### src/rtl/cpu_pkg.sv
// Shared CPU definitions: datapath widths, fetch FSM states, the fetch
// bundle payload and the PC increment helper.
package cpu_pkg;

    localparam int unsigned ADDR_W = 16;
    localparam int unsigned DATA_W = 8;

    // Opcode presented before the first real fetch completes
    localparam logic [DATA_W-1:0] OPC_NOP = 8'hEA;

    typedef enum logic [2:0] {
        OP_REQ,
        OP_CAP,
        LEN,
        LO_REQ,
        LO_CAP,
        HI_REQ,
        HI_CAP,
        VALID
    } fetch_state_e;

    // Instruction bundle handed to execute
    typedef struct packed {
        logic [ADDR_W-1:0] pc;
        logic [DATA_W-1:0] opcode;
        logic [ADDR_W-1:0] operand;
    } fetch_bundle_t;

    // PC increment; wraps naturally from 16'hFFFF to 16'h0000
    function automatic logic [ADDR_W-1:0] pc_inc(input logic [ADDR_W-1:0] pc);
        return pc + ADDR_W'(1);
    endfunction

endpackage

### src/rtl/cpu_fetch.sv
// Instruction fetch unit. Reads the opcode byte, asks the external decoder
// for the instruction length, reads up to two operand bytes and presents
// {instr_pc, opcode, instr_operand} to execute with a valid/ready handshake.
//
// Ports:
//   clk, rst          clock, asynchronous active-high reset
//   mem_rd_en/addr    read request to a synchronous memory
//   mem_rdata         read data, valid the cycle after mem_rd_en
//   opcode            registered opcode to the decoder
//   instr_length      decoder length (0/1 -> 1 byte, 2, 3)
//   pc_load/_value    redirect from execute, highest priority
//   halt              blocks new opcode fetches only
//   instr_valid/ready bundle handshake to execute
//   instr_pc          address of the bundle's opcode byte
//   instr_operand     {hi, lo} operand bytes, unfetched bytes are 0
module cpu_fetch
    import cpu_pkg::*;
#(
    parameter logic [ADDR_W-1:0] RESET_PC = 16'h0200
) (
    input  logic              clk,
    input  logic              rst,
    output logic              mem_rd_en,
    output logic [ADDR_W-1:0] mem_addr,
    input  logic [DATA_W-1:0] mem_rdata,
    output logic [DATA_W-1:0] opcode,
    input  logic [1:0]        instr_length,
    input  logic              pc_load,
    input  logic [ADDR_W-1:0] pc_load_value,
    input  logic              halt,
    output logic              instr_valid,
    input  logic              instr_ready,
    output logic [ADDR_W-1:0] instr_pc,
    output logic [ADDR_W-1:0] instr_operand
);

    fetch_state_e      r_state;
    logic [ADDR_W-1:0] r_pc;
    fetch_bundle_t     r_bundle;
    logic              r_need_hi;
    logic              r_valid;
    logic              w_req;

    // The read strobe is decoded from the current state so the memory sees
    // the request during the REQ cycle and returns data in the CAP cycle.
    // It is forced low while reset is asserted.
    assign w_req     = ((r_state == OP_REQ) && !halt) ||
                       (r_state == LO_REQ) || (r_state == HI_REQ);
    assign mem_rd_en = w_req && !rst;
    assign mem_addr  = r_pc;

    assign opcode        = r_bundle.opcode;
    assign instr_pc      = r_bundle.pc;
    assign instr_operand = r_bundle.operand;
    assign instr_valid   = r_valid;

    // Fetch sequencer; a redirect overrides every state and drops any
    // read data that is still in flight.
    always_ff @(posedge clk or posedge rst) begin
        if (rst) begin
            r_state   <= OP_REQ;
            r_pc      <= RESET_PC;
            r_bundle  <= '{pc: '0, opcode: OPC_NOP, operand: '0};
            r_need_hi <= 1'b0;
            r_valid   <= 1'b0;
        end else if (pc_load) begin
            r_pc    <= pc_load_value;
            r_state <= OP_REQ;
            r_valid <= 1'b0;
        end else begin
            case (r_state)
                OP_REQ: begin
                    if (!halt) begin
                        r_bundle.pc      <= r_pc;
                        r_bundle.operand <= '0;
                        r_state          <= OP_CAP;
                    end
                end
                OP_CAP: begin
                    r_bundle.opcode <= mem_rdata;
                    r_pc            <= pc_inc(r_pc);
                    r_state         <= LEN;
                end
                LEN: begin
                    // Decoder answers combinationally for the new opcode
                    r_need_hi <= (instr_length == 2'd3);
                    if (instr_length >= 2'd2) begin
                        r_state <= LO_REQ;
                    end else begin
                        r_valid <= 1'b1;
                        r_state <= VALID;
                    end
                end
                LO_REQ: begin
                    r_state <= LO_CAP;
                end
                LO_CAP: begin
                    r_bundle.operand[7:0] <= mem_rdata;
                    r_pc                  <= pc_inc(r_pc);
                    if (r_need_hi) begin
                        r_state <= HI_REQ;
                    end else begin
                        r_valid <= 1'b1;
                        r_state <= VALID;
                    end
                end
                HI_REQ: begin
                    r_state <= HI_CAP;
                end
                HI_CAP: begin
                    r_bundle.operand[15:8] <= mem_rdata;
                    r_pc                   <= pc_inc(r_pc);
                    r_valid                <= 1'b1;
                    r_state                <= VALID;
                end
                VALID: begin
                    if (instr_ready) begin
                        r_valid <= 1'b0;
                        r_state <= OP_REQ;
                    end
                end
                default: begin
                    r_valid <= 1'b0;
                    r_state <= OP_REQ;
                end
            endcase
        end
    end

endmodule

### config.mk
export PLATFORM = sky130hd
export DESIGN_NAME = cpu_fetch
export DESIGN_NICKNAME = d
export VERILOG_FILES = /design/src/rtl/cpu_pkg.sv /design/src/rtl/cpu_fetch.sv
export SDC_FILE = /design/constraint.sdc
export NUM_CORES = 1
export LEC_CHECK = 0
export CORE_ASPECT_RATIO = 0.75
export CORE_MARGIN = 2
export CORE_UTILIZATION = 47
export CTS_CLUSTER_DIAMETER = 200
export DETAILED_ROUTE_END_ITERATION = 12
export PLACE_DENSITY = 0.89
export SYNTH_ARGS = -nofsm -noshare
export SYNTH_HDL_FRONTEND = slang
export SYNTH_SLANG_ARGS = --single-unit
### constraint.sdc
create_clock -name clk -period 2.3 [get_ports clk]
set_input_delay 0.46 -clock clk [delete_from_list [all_inputs] [get_ports clk]]
set_output_delay 0.46 -clock clk [all_outputs]
set_load 0.02 [all_outputs]
==> results of run 1 <==
## where the power goes
group / total, mW / switching, mW / internal (mW) / leakage, nW
logic: 1.85 / 0.890 / 0.957 / 0.840
registers: 1.68 / 0.238 / 1.44 / 0.753
clock network: 1.06 / 0.442 / 0.613 / 0.106
total: 4.58 / 1.57 / 3.01 / 1.70
## worst register-to-register path: cells and delay by family (launching register included)
kind,cells,cell delay (ps)
flip-flops,1,500
buffers and inverters,1,220
AND/OR/NAND/NOR,2,910
AO/OA/AOI/OAI,2,390
## cells by family (layout without fill, tap and decap cells)
logic type / count (synthesis) / in the layout
and+or+nand+nor: 91 / 91
DFF: 61 / 61
AOI/OAI and AO/OA: 48 / 48
muxes: 33 / 33
buffers and inverters: 25 / 131
xor gates and xnor gates: 8 / 8
adders and majority gates: 1 / 1
## area by class of cell
cell class                 instances  area share, %
multi-input combinational        181           29.7
inverter                          13           1.18
timing repair buffer             102           24.2
tap                               78           2.37
clock buffer                       9           3.00
clock inverter                     7           2.37
sequential                        61           37.2
## Yosys cell counts, drive strengths merged, types with 2 or more instances
cell     count
clkbuf       8
a21oi        4
and4         3
or3          2
nand3       11
a2111oi      2
nor3         4
o211ai       6
and2         4
a21o         4
dfrtp       55
o31ai        2
mux2i        9
xor2         6
nor2b        2
mux2        24
a31oi        4
nand2       43
nor2         6
inv         13
buf          4
dfstp        6
xnor2        2
o311ai       2
o21ai       20
and3         2
nand2b       3
or4          5
## path summary, 6_finish.rpt
path                              from           end  slack, ps  cells past startpoint
max in group asynchronous          rst   mem_addr[9]       1270                      3
max reg2reg                 r_state[2]  mem_addr[15]        210                      5
min                                rst   instr_pc[2]        420                      2
min in group clk           instr_valid   instr_valid        500                      1
max                         r_state[2]  mem_addr[15]        210                      5
min reg2reg                instr_valid   instr_valid        500                      1
## sequential cells by signal, summed over array words and instances, names as in the netlist
signal / flops
instr_operand: 16
instr_pc: 16
mem_addr: 16
opcode: 8
r_state: 3
instr_valid: 1
r_need_hi: 1
## cell usage in the layout, fill, tap and decap left out, types with 5 or more instances in the layout
master	netlist	final
nand2_1	43	43
buf_4	1	13
inv_1	13	12
mux2i_1	9	9
dfrtp_1	55	54
xor2_1	6	6
clkdlybuf4s50_1	0	87
o211ai_1	6	6
clkbuf_8	0	9
o21ai_0	19	19
mux2_2	24	24
nor2_1	5	5
dfstp_2	6	6
nand3_1	11	11
or4_1	5	5
## per-stage QoR
stage / TNS (ps) / utilization (%) / setup slack (ps)
after floorplan: 0 / - / 337
after global placement: 0 / 66.6 / 44.8
after detailed placement: -11.5 / 66.6 / -11.5
after CTS: 0 / 70.4 / 181
after global routing: 0 / 70.4 / 75.5
final: 0 / 70.4 / 211
## metal layers
| layer | vias up | global-route usage (%) | wire length, µm |
|---|---|---|---|
| li1 | 1152 | - | - |
| met1 | 1176 | 30.4 | 3170 |
| met2 | 84 | 33.7 | 3300 |
| met3 | 6 | 6.52 | 435 |
| met4 | 0 | 6.12 | 66 |
| met5 | - | 0 | 0 |
==> out/results.txt, run 1 <==
Critical Path RT: 2560 ps
Ys Warns: 0
Design area: 4120 µm²
Die width: 94.0 µm
Max-slew violations: 0
Top cells by area, synth: dfrtp_1 48%, mux2_2 9.5%, nand2_1 5.7%
Seq/Total Area, Yosys: 53.7%
Post-synthesis compound-gate area fraction: 11.0%
CTS resizes: 2
Total GRT Usage: 21.8%
# nets final: 400
Fin cells: 451
Final Hold Fails: 0
Clock Sinks: 61
CP Buf/Inv Count: 1
Synthesized Nets: 299
Register area: 1540 µm²
Final setup fails: 0
Worst-Margin Slew: 455 ps
First-pass GRT wire length: 11,300 µm
Largest net degree at the start of global routing: 50
Share of the synthesized area in the top cell type: 48.2%
Cells along the critical path: buf_4 > nor2b_1 > o21ai_2 > or4_1 > a31oi_1
Clk Latency, worst-skew pair: 340 ps
Total gr overflow: 0
I/O pins: 89
Crit end category: flop
Initial antenna violation count: 0
Num CTS Buffers: 9
Initial DRC Count: 99
Layout cell share with drive strength beyond 1: 18.5%
Crit-path max FO: 11
Starting Density: 48.8%
Worst Hold Class: primary input to asynchronous set/reset pin
FP Rows: 24
Leakage: 1.70 nW
IO buf count: 88
Simple-Gate Fraction of Synth Area: 16.3%
Tmin final: 2090 ps
Drt drc: 0
P&R area growth vs syn: 44.3%
CORE AREA: 5860 µm²
Synth Flop Type: dfrtp_1
Number of global-route vias before repair: 2,312
Distinct cells, synth: 45
Post-Synth XOR/XNOR Area: 2.45%
Wire per inst: 15.4 µm
Number of synthesized register bits: 61
Full die area: 6720 µm²
Fillers: 440
Fraction of registers with async set/reset: 100%
Highest Clock Rate: 0.479 GHz
TritonRoute pass-1 iters: 4
Crit-path slowest cell: or4_1
Yosys top cell by area: dfrtp_1
Adder-Cell Fraction of Synth Area: 0.438%
Outcome: completed
Worst vdd ir: 0.613 mV
Mean area per synthesized cell: 10.7 µm²
Syn Std Cell Area: 2860 µm²
Via/cell ratio: 5.36
Cells after Synth: 267
DRT antenna net count: 0
TritonCTS clock tree: done
Placed Instances: 435
Number of hold buffers added after cts: 0
Main combinational cell family by area after synthesis: simple AND/OR/NAND/NOR gates
CP peak stage delay: 530 ps
Total number of vias: 2,418
CP top delay family: simple AND/OR/NAND/NOR gates
Area of the multi-input gates: 1220 µm²
PD cells: 1110 nW/µm²
Post-Place Cell Area: 3900 µm²
Gpl congestion: 0.782
Hold WS: 423 ps
Die Ht: 71.5 µm
H-Tree Depth: 3
Setup bufs post-CTS: 0
Final Skew: 10.8 ps
Clk slew on worst S/H paths: 70 ps
Worst EP arrival: 2350 ps
CTS Buffer Depth: 2
Tcrit/Tclk final: 90.8%
RSZ-0062 raised after global routing: no
Normalized max-slew margin: 69.4%
Max Cap Viol: 0
Multiplexer area fraction after synthesis: 12.6%
Crit Path Class: flop to flop
CP startpoint kind: flop
Post-DP HPWL: 4920 µm
Final wirelength: 6970 µm
Pwr Total: 4.58 mW
# diodes: 0
Number of synthesized flops with an enable pin: 0
Clock Tree Root: clkbuf_8
Power figures use the tool's default switching activity.
==> run 2: changes to the inputs <==
--- a/config.mk
+++ b/config.mk
@@ -10,7 +10,9 @@
 export CORE_UTILIZATION = 47
 export CTS_CLUSTER_DIAMETER = 200
 export DETAILED_ROUTE_END_ITERATION = 12
+export MAX_ROUTING_LAYER = met4
 export PLACE_DENSITY = 0.89
+export SETUP_SLACK_MARGIN = 0.3
 export SYNTH_ARGS = -nofsm -noshare
 export SYNTH_HDL_FRONTEND = slang
 export SYNTH_SLANG_ARGS = --single-unit
==> run 2 against run 1 <==
  * Critical path depth unchanged
  * Core utilization up 0.73 points
  * Combinational power up 2%
  * First-iteration DRC count up 43%
  * Flip-flop and latch count unchanged
  * Register-to-register slack better by 120 ps
  * Final area up 1.0%
==> out/results.txt, run 2 (same netlist as run 1, synthesis figures left out) <==
Final setup fails: 0
# diodes: 0
CP top delay family: simple AND/OR/NAND/NOR gates
Crit-path max FO: 11
Layout cell share with drive strength beyond 1: 20.5%
Clock Tree Root: clkbuf_8
Commonest non-fill, non-tap cells in the layout: 86 x clkdlybuf4s50_1, 53 x dfrtp_1, 43 x nand2_1
CP peak stage delay: 510 ps
FP Rows: 24
I/O pins: 89
CP Buf/Inv Count: 1
Outcome: completed
CORE AREA: 5860 µm²
Placed Instances: 435
Gpl congestion: 0.793
Worst vdd ir: 0.614 mV
Num CTS Buffers: 9
Final Hold Fails: 0
Critical Path RT: 2580 ps
Total gr overflow: 0
Tcrit/Tclk final: 85.8%
Die Ht: 71.5 µm
Max-slew violations: 0
Met3 WL: 347 µm
Fin cells: 453
Clock Sinks: 61
Post-DP HPWL: 4920 µm
Total number of vias: 2,443
Die width: 94.0 µm
Crit end category: flop
Design area: 4170 µm²
Max Cap Viol: 0
Wire per inst: 15.8 µm
Top sig layer: met4
Crit Path Class: flop to flop
Register area: 1540 µm²
Drt drc: 0
Full die area: 6720 µm²
Met2 wire length: 3460 µm
Clk Latency, worst-skew pair: 340 ps
Leakage: 1.71 nW
Starting Density: 48.8%
Largest net degree at the start of global routing: 50
First-pass GRT wire length: 11,400 µm
Area of the multi-input gates: 1250 µm²
Total GRT Usage: 22.6%
Crit-path slowest cell: or4b_1
P&R area growth vs syn: 45.8%
TritonRoute pass-1 iters: 4
Tmin final: 1970 ps
Worst Hold Class: primary input to asynchronous set/reset pin
CTS Buffer Depth: 2
Setup tns final: 0 ps
Hold WS: 422 ps
Cells along the critical path: buf_6 > or3b_4 > a21o_4 > or4b_1 > nand3_1
Worst-Margin Slew: 373 ps
Final Skew: 9.41 ps
RSZ-0062 raised after global routing: yes
Clk slew on worst S/H paths: 70 ps
Initial DRC Count: 142
H-Tree Depth: 3
Routed length on met1: 3310 µm
Post-Place Cell Area: 3900 µm²
Number of global-route vias before repair: 2,322
PD cells: 1110 nW/µm²
Number of hold buffers added after cts: 0
IO buf count: 88
TritonCTS clock tree: done
Normalized max-slew margin: 74.5%
Commonest non-fill, non-tap cell in the layout: clkdlybuf4s50_1
Via/cell ratio: 5.39
Fillers: 433
# nets final: 402
Initial antenna violation count: 0
Worst EP arrival: 2250 ps
Final wirelength: 7180 µm
CP startpoint kind: flop
Pwr Total: 4.63 mW
Highest Clock Rate: 0.507 GHz
DRT antenna net count: 0
-- run 2: path summary, 6_finish.rpt --
| path | startpoint | endpoint | slack (ps) | depth (start not counted) |
|---|---|---|---|---|
| max in group asynchronous | rst | opcode[1] | 1270 | 3 |
| min in group clk | instr_valid | instr_valid | 500 | 1 |
| worst min register to register | instr_valid | instr_valid | 500 | 1 |
| worst max-delay path | r_state[2] | mem_addr[14] | 330 | 5 |
| worst max register to register | r_state[2] | mem_addr[14] | 330 | 5 |
| worst min-delay path | rst | instr_pc[2] | 420 | 2 |
-- run 2: through the flow --
stage,utilization (%),worst slack [ps]
3_5_place_dp,66.6,-11.5
5_1_grt,71.1,278
3_3_place_gp,66.6,44.8
6_report,71.1,326
4_1_cts,70.7,306
2_1_floorplan,-,337
-- run 2: layout make-up --
class,instances,share of cell area [%]
clock buffers,9,2.97
well taps,78,2.34
inverters,13,1.17
clock inverters,7,2.34
multi-input cells,181,30.0
repair buffers,104,24.3
flip-flops and latches,61,36.9
-- run 2: per-layer routing --
metal | up-vias | track usage [%]
li1 | 1156 | -
met3 | 4 | 6.20
met5 | - | -
met1 | 1216 | 30.5
met4 | 0 | 6.12
met2 | 67 | 34.2
-- run 2: worst reg2reg max path, stage by stage, from the launching register on --
cell and delay (ps):
dfrtp_2 460, buf_6 170, or3b_4 430, a21o_4 250
or4b_1 510, nand3_1 100
-- run 2: power by group --
part           internal, mW  leakage, nW  switching, mW
Combinational         0.978        0.856          0.911
Sequential             1.44        0.752          0.239
Clock                 0.613        0.106          0.445
Total                  3.03         1.71           1.60
-- run 2: what timing repair did --
item                                    CTS  global route
setup buffers                             2             0
endpoints found under the setup margin   25            20
pin swaps                                 0             0
resized for setup                         5            10
